### src/rtl/mod_n_down_counter.sv
// mod_n_down_counter: programmable mod-N down-counter / timer.
//
// Counts N-1 down to 0 under an IDLE/RUN/DONE control FSM and emits a
// one-cycle registered terminal-count pulse (tc) on every expiry. In
// continuous mode the counter reloads to N-1 on expiry and keeps running;
// in one-shot mode it parks at 0 in DONE. A synchronous preload (load)
// overrides the count path in any state.
//
// Optional feature macro: MOD_N_DOWN_WRAPCNT_EN
//   When defined, adds output wraps[7:0], a saturating count of expiries
//   that is cleared whenever a start is accepted from IDLE or DONE.

module mod_n_down_counter #(
  parameter int N      = 6,
  parameter int LENGTH = 3
) (
  input  logic              clk,
  input  logic              reset,
  input  logic              start,
  input  logic              stop,
  input  logic              en,
  input  logic              continuous,
  input  logic              load,
  input  logic [LENGTH-1:0] load_val,
  output logic [LENGTH-1:0] counter,
  output logic              tc,
  output logic              busy,
`ifdef MOD_N_DOWN_WRAPCNT_EN
  output logic              done,
  output logic [7:0]        wraps
`else
  output logic              done
`endif
);

  localparam logic [1:0] IDLE = 2'd0;
  localparam logic [1:0] RUN  = 2'd1;
  localparam logic [1:0] DONE = 2'd2;

  localparam logic [LENGTH-1:0] TOP  = LENGTH'(N - 1);
  localparam logic [LENGTH-1:0] ZERO = '0;
  localparam logic [LENGTH-1:0] ONE  = LENGTH'(1);

  logic [1:0]        state;
  logic [1:0]        state_nxt;
  logic [LENGTH-1:0] counter_nxt;
  logic              tc_nxt;
  logic              start_ok;
  logic              run_count;
  logic              expire;

  // Preload values beyond the modulus are pulled back to the top count.
  function automatic logic [LENGTH-1:0] clamp_load(input logic [LENGTH-1:0] v);
    return (v > TOP) ? TOP : v;
  endfunction

  // A counting cycle needs RUN, no stop, enable high and no preload competing.
  always_comb begin
    run_count = (state == RUN) && !stop && en && !load;
    expire    = run_count && (counter == ZERO);
    start_ok  = start && ((state == IDLE) || (state == DONE));
  end

  // Next-state and next-count decode; load overrides only the counter path.
  always_comb begin
    state_nxt   = state;
    counter_nxt = counter;
    tc_nxt      = 1'b0;
    case (state)
      IDLE: begin
        if (start) begin
          state_nxt   = RUN;
          counter_nxt = TOP;
        end
      end
      RUN: begin
        if (stop) begin
          state_nxt = IDLE;
        end else if (run_count) begin
          if (counter != ZERO) begin
            counter_nxt = counter - ONE;
          end else begin
            tc_nxt = 1'b1;
            if (continuous) counter_nxt = TOP;
            else            state_nxt   = DONE;
          end
        end
      end
      DONE: begin
        if (start) begin
          state_nxt   = RUN;
          counter_nxt = TOP;
        end
      end
      default: begin
        state_nxt = IDLE;
      end
    endcase
    if (load) begin
      counter_nxt = clamp_load(load_val);
      tc_nxt      = 1'b0;
    end
  end

  // Control and count registers; async active-low reset cancels any pending tc.
  always_ff @(posedge clk or negedge reset) begin
    if (!reset) begin
      state   <= IDLE;
      counter <= TOP;
      tc      <= 1'b0;
    end else begin
      state   <= state_nxt;
      counter <= counter_nxt;
      tc      <= tc_nxt;
    end
  end

  // Status flags come straight from the state register, so they never glitch.
  always_comb begin
    busy = (state == RUN);
    done = (state == DONE);
  end

`ifdef MOD_N_DOWN_WRAPCNT_EN
  // Expiry counter: updates on the same edge that raises tc, saturates at 255.
  always_ff @(posedge clk or negedge reset) begin
    if (!reset) begin
      wraps <= 8'd0;
    end else if (start_ok) begin
      wraps <= 8'd0;
    end else if (expire && (wraps != 8'hFF)) begin
      wraps <= wraps + 8'd1;
    end
  end
`endif

endmodule

### config.mk
export PLATFORM = sky130hd
export DESIGN_NAME = mod_n_down_counter
export DESIGN_NICKNAME = d
export VERILOG_FILES = /design/src/rtl/mod_n_down_counter.sv
export SDC_FILE = /design/constraint.sdc
export NUM_CORES = 1
export LEC_CHECK = 0
export ABC_AREA = 1
export BUFFER_PORTS_ARGS = -buffer_cell sky130_fd_sc_hd__buf_2
export CELL_PAD_IN_SITES_DETAIL_PLACEMENT = 1
export CELL_PAD_IN_SITES_GLOBAL_PLACEMENT = 1
export CORE_MARGIN = 2
export CORE_UTILIZATION = 30
export DETAILED_ROUTE_END_ITERATION = 7
export PLACE_DENSITY_LB_ADDON = 0.1
export SYNTH_ARGS = -nofsm -noshare
export SYNTH_HDL_FRONTEND = slang
export SYNTH_SLANG_ARGS = --single-unit
### constraint.sdc
create_clock -name clk -period 1.2 [get_ports clk]
set_input_delay 0.06 -clock clk [delete_from_list [all_inputs] [get_ports clk]]
set_output_delay 0.06 -clock clk [all_outputs]
set_load 0.01 [all_outputs]
==> metrics.txt, run 1 <==
status finished clean; RSZ-0062 raised after global routing yes; r2r startpoint counter[2]; Final min period approximately 1.1 ns; top cells by area, synth dfrtp_1 (24%), nand2_1 (21%), dfstp_2 (13%); Reg area approximately 150 sq um; CP Launch Point counter[2]; GRT Util Overall roughly 16%; initial core utilization about 32%; Area growth, synth to finish 38.91%; DP Worst Slack 0.02185 ns; DP Wirelength approximately 880 um; Final Instance Count excl. Fillers between 90 and 100; first-pass GRT wire length about 1600 um; max cap viols 0; distinct cell type count after synthesis 19; post-layout util roughly 44%; flop-to-flop setup slack between 0.06 and 0.07 ns; port bufs 15; setup TNS 0 ns; min setup slack post-route between 0.06 and 0.07 ns; post-synthesis cell count 58; sequential area share after synthesis a little under two fifths; final setup vio count 0; clock sink total 6; placed insts 91; Pleak approximately 0.32 nW; Die Span X about 40 um; WL final 1086 um; post-layout instance area 571.8 sq um; number of H-tree levels 1; Rows 13; slowest CP cell dfstp_2; Die Span Y 41.04 um; vias in the first global route just over 400; Yosys Warn Count 0; root buf cell clkbuf_4; Vias/cell between 4 and 5; clk slew on worst S/H paths 0.05 ns; CTS tree built; FMAX roughly 0.88 GHz; nets@finish 92; routability cong. roughly 0.7; syn nets 68; fin crit share between 90% and 100%; CP Launch Type flop; antenna cells 0; Core Region between 1000 and 1500 sq um; CP required about 1.3 ns; maximum VDD drop a little over 0.0007 V; Hold Crit Class in2reg; CP Cell Sequence inv_2 -> nand3_2 -> nand2_1 -> nand2_1 -> nand2_2 -> nand3_1 -> nand2_1; Mapped Area about 400 sq um; Worst-Margin Slew roughly 0.35 ns; # fillers around 180; CTS Buffer Depth 2; Max Clock Skew 0.005269 ns; Worst Path Class, Setup reg2reg; Slew Limit Fails 0; Yosys reg bits 6; power density over cell area about 1700 nW/um^2; Multi-input gate area roughly 220 sq um; initial antenna violation count 0; relative slew slack approximately 77%; 1st-iter DRT viols 2; drt first pass iters 4; share of cells above drive strength 1 a little over two fifths; Remaining DRCs 0; Final Hold Fails 0; pin count of the biggest net entering global routing 10; Synth area leader dfrtp_1; CP dominant cell by count nand2_1; CP peak stage delay 0.56 ns; postcts setup bufs 0; Vias roughly 440; die area roughly 1700 sq um; DP Area roughly 530 sq um; DR WL/cell roughly 11 um; Max FO, Critical Path 4; Hold Startpoint load; antenna-violating nets left 0; post-synth top area share 24.32%; later-pin clock latency in the skew report ~0.25 ns; crit path DAT roughly 1.3 ns; Num CTS Buffers 3; Ports 16; grt total ovfl 0; Avg Cell Area, Syn approximately 7 sq um; Worst setup EP type flop
repair_timing:
| action | CTS | global route |
|---|---|---|
| gates resized for setup | 0 | 4 |
| hold endpoints to repair | 6 | 0 |
| endpoints found under the setup margin | 0 | 5 |
| hold buffers | 1 | 0 |
kinds of logic (layout without fill, tap and decap cells):
logic type	Yosys count	after routing	synth area share, %
and+or+nand+nor	37	37	42.25
buffers and inverters	8	31	10.64
AOI/OAI and AO/OA	7	7	10.03
DFF	6	6	37.08
synth_stat cells:
library cell / instances
nand3_1: 4
o21ai_2: 1
o21ai_1: 3
nor4_1: 1
dfstp_2: 2
nor2_2: 1
nand2_1: 23
nor2_4: 1
inv_2: 1
nor3_2: 1
o21ai_0: 1
a21boi_1: 1
nand3_2: 1
nor2_1: 3
bufinv_8: 1
inv_1: 6
dfrtp_1: 4
nand2_2: 2
a21oi_1: 1
sequential cells by signal, summed over array words and instances, names as in the netlist:
register / flops
counter: 3
state: 2
tc: 1
path summary, 6_finish.rpt:
path	cells after the start	end
setup / recovery	7	counter[1]
hold / removal	2	tc
setup reg to reg	7	counter[1]
hold reg to reg	2	counter[2]
max in group asynchronous	2	counter[2]
min in group asynchronous	2	tc
placed cells by master, fill, tap and decap left out, drive strengths merged:
master / synthesis / layout
inv: 7 / 7
nor2: 5 / 5
nor4: 1 / 1
bufinv: 1 / 1
dfrtp: 4 / 4
a21boi: 1 / 1
o21ai: 5 / 5
nor3: 1 / 1
clkbuf: 0 / 4
dlygate4sd3: 0 / 1
nand3: 5 / 5
buf: 0 / 18
a21oi: 1 / 1
dfstp: 2 / 2
nand2: 25 / 25
per-layer routing:
layer / GRT usage (%) / share of wire (%) / vias to the layer above
li1: - / - / 226
met5: 0 / 0 / -
met2: 24.61 / 46 / 13
met3: 3.261 / 5.3 / 2
met1: 19.21 / 47 / 194
met4: 12.50 / 1.5 / 0
worst max-delay path: cells and delay by family (launching register included):
kind / cells / cell delay, ns
buf+inv: 1 / 0.06
flops: 1 / 0.56
simple gates: 6 / 0.41
metrics by stage:
stage | power, mW | hold WS, ns
CTS | 0.9391 | 0.03454
floorplan | 0.5580 | -0.2356
global placement | 0.7164 | -0.1145
global route | 1.030 | 0.03556
finish | 0.9444 | 0.04721
detailed placement | 0.7179 | -0.1130
cell type report:
class | instances | share of cell area, %
Clock buffer | 4 | 4.595
Inverter | 8 | 7.659
Sequential cell | 6 | 26.70
Timing Repair Buffer | 19 | 18.82
Multi-Input combinational cell | 44 | 38.95
Tap cell | 15 | 3.282
power by group:
part	internal, mW	switching (mW)
sequential	0.265	0.0527
combinational	0.178	0.244
clock	0.126	0.0787
total	0.569	0.375
Note: power is estimated with default switching activity, not from simulation.
==> run 2: changes to the inputs <==
--- a/config.mk
+++ b/config.mk
@@ -9,9 +9,9 @@
 export BUFFER_PORTS_ARGS = -buffer_cell sky130_fd_sc_hd__buf_2
 export CELL_PAD_IN_SITES_DETAIL_PLACEMENT = 1
 export CELL_PAD_IN_SITES_GLOBAL_PLACEMENT = 1
-export CORE_MARGIN = 2
-export CORE_UTILIZATION = 30
+export CORE_AREA = 2 2 39 41
 export DETAILED_ROUTE_END_ITERATION = 7
+export DIE_AREA = 0 0 41 43
 export PLACE_DENSITY_LB_ADDON = 0.1
 export SYNTH_ARGS = -nofsm -noshare
 export SYNTH_HDL_FRONTEND = slang
==> constraint.sdc (replaced) <==
create_clock -name clk -period 1.45 [get_ports clk]
set_input_delay 0.0725 -clock clk [delete_from_list [all_inputs] [get_ports clk]]
set_output_delay 0.0725 -clock clk [all_outputs]
set_load 0.01 [all_outputs]
==> metrics.txt, run 2 (synthesized netlist as in run 1, its figures left out) <==
status finished clean; max reg flops 3; fin crit share about 86%; GRT Util Overall 14.18%; maximum VDD drop between 0.0005 and 0.0006 V; Ports 16; initial core utilization slightly below 30%; relative slew slack around 78%; share of cells above drive strength 1 38.46%; Vias/cell approximately 4.6; root buf cell clkbuf_4; clk slew on worst S/H paths around 0.040 ns; Worst setup EP type flop; Final Instance Count excl. Fillers 94; number of H-tree levels 1; setup TNS 0 ns; Worst Path Class, Setup reg2reg; postcts setup bufs 0; grt total ovfl 0; most flop-heavy register counter; FMAX ~0.8 GHz; nets@finish 90; power density over cell area ~1300 nW/um^2; total power slightly above 700 uW; Core Region between 1000 and 1500 sq um; Final Hold Fails 0; placed insts 90; Vias 434; biggest regs counter: 3 flops, state: 2 flops, tc: 1 flops; CTS Buffer Depth 2; clock sink total 6; Worst-Margin Slew between 0.3 and 0.4 ns; antenna cells 0; Num CTS Buffers 3; Die Span X between 40 and 50 um; CP Launch Type flop; commonest non-fill, non-tap cell in the layout nand2_1; Pleak around 0.31 nW; DR WL/cell 11.18 um; first-pass GRT wire length approximately 1700 um; most frequent cells in the layout nand2_1 (23), buf_2 (15), inv_1 (6); vias in the first global route 400; Hold Crit Class in2reg; routability cong. between 0.7 and 0.8; final setup vio count 0; initial antenna violation count 0; DP Wirelength 890.6 um; drt first pass iters 3; Die Span Y 43 um; 1st-iter DRT viols 2; max cap viols 0; port bufs 15; crit path DAT 1.37 ns; Area growth, synth to finish 32.83%; WL final between 1000 and 1500 um; Max Clock Skew roughly 0.0022 ns; RSZ-0062 raised after global routing no; CTS tree built; antenna-violating nets left 0; Remaining DRCs 0; Slew Limit Fails 0; Max FO, Critical Path 4; die area approximately 1800 sq um; CP required roughly 1.6 ns; Final min period between 1 and 1.5 ns; pin count of the biggest net entering global routing 10; Rows 14; later-pin clock latency in the skew report roughly 0.23 ns
-- run 2: cell types whose count changed in the layout (fill, tap and decap cells not counted), sizes merged --
cell    change
clkbuf      -1
buf         -2
-- run 2: path summary, 6_finish.rpt --
path / startpoint / to / slack [ns] / depth (start not counted)
setup / recovery: counter[1] / counter[1] / 0.20 / 8
hold / removal: load / tc / 0.07 / 2
setup reg to reg: counter[1] / counter[1] / 0.20 / 8
hold reg to reg: counter[2] / counter[2] / 0.51 / 2
max in group asynchronous: reset / counter[0] / 1.04 / 2
min in group asynchronous: reset / counter[1] / 0.19 / 2
-- run 2: repair_timing --
item,CTS,global route
hold endpoints to repair,6,0
hold buffers,1,0
resized for setup,0,0
endpoints found under the setup margin,0,0
-- run 2: cell type report --
class,count,area [sq um]
clock buffers,3,22.52
fillers,191,837.1
inverters,8,43.79
multi-input cells,44,215.2
flip-flops and latches,6,152.6
well taps,16,20.02
repair buffers,17,92.59
-- run 2: routing by layer --
metal	part of all wire, %	vias to the layer above	track usage (%)	wire [um]
li1	-	222	-	-
met1	48	204	21.85	506
met2	48	8	20.31	500
met3	4.2	0	3.141	44
met4	0	0	2.000	0
met5	0	-	0	0
-- run 2: stage by stage --
step           instance area [sq um]  util [%]  hold WS (ns)  setup WS, ns
2_1_floorplan                  411.6         -       -0.2231        0.3221
3_3_place_gp                   514.2     37.16      -0.09943        0.1821
3_5_place_dp                   514.2     37.16      -0.09906        0.2045
4_1_cts                        546.8     39.51       0.08408        0.1934
5_1_grt                        546.8     39.51       0.07714       0.08964
6_report                       546.8     39.51       0.07404        0.2018
-- run 2: worst max-delay path, stage by stage, from the launching register on --
cell	delay, ns
dfrtp_1	0.41
nor2_2	0.20
nand3_2	0.10
nand2_1	0.08
nand2_1	0.06
nand2_2	0.10
nand2_2	0.08
nand2_1	0.07
nand2_1	0.05
-- run 2: report_power, final --
part | switching (mW) | total [mW] | internal, mW
Clock | 0.0504 | 0.143 | 0.0930
Sequential | 0.0448 | 0.264 | 0.220
Combinational | 0.185 | 0.307 | 0.122
Total | 0.280 | 0.715 | 0.435
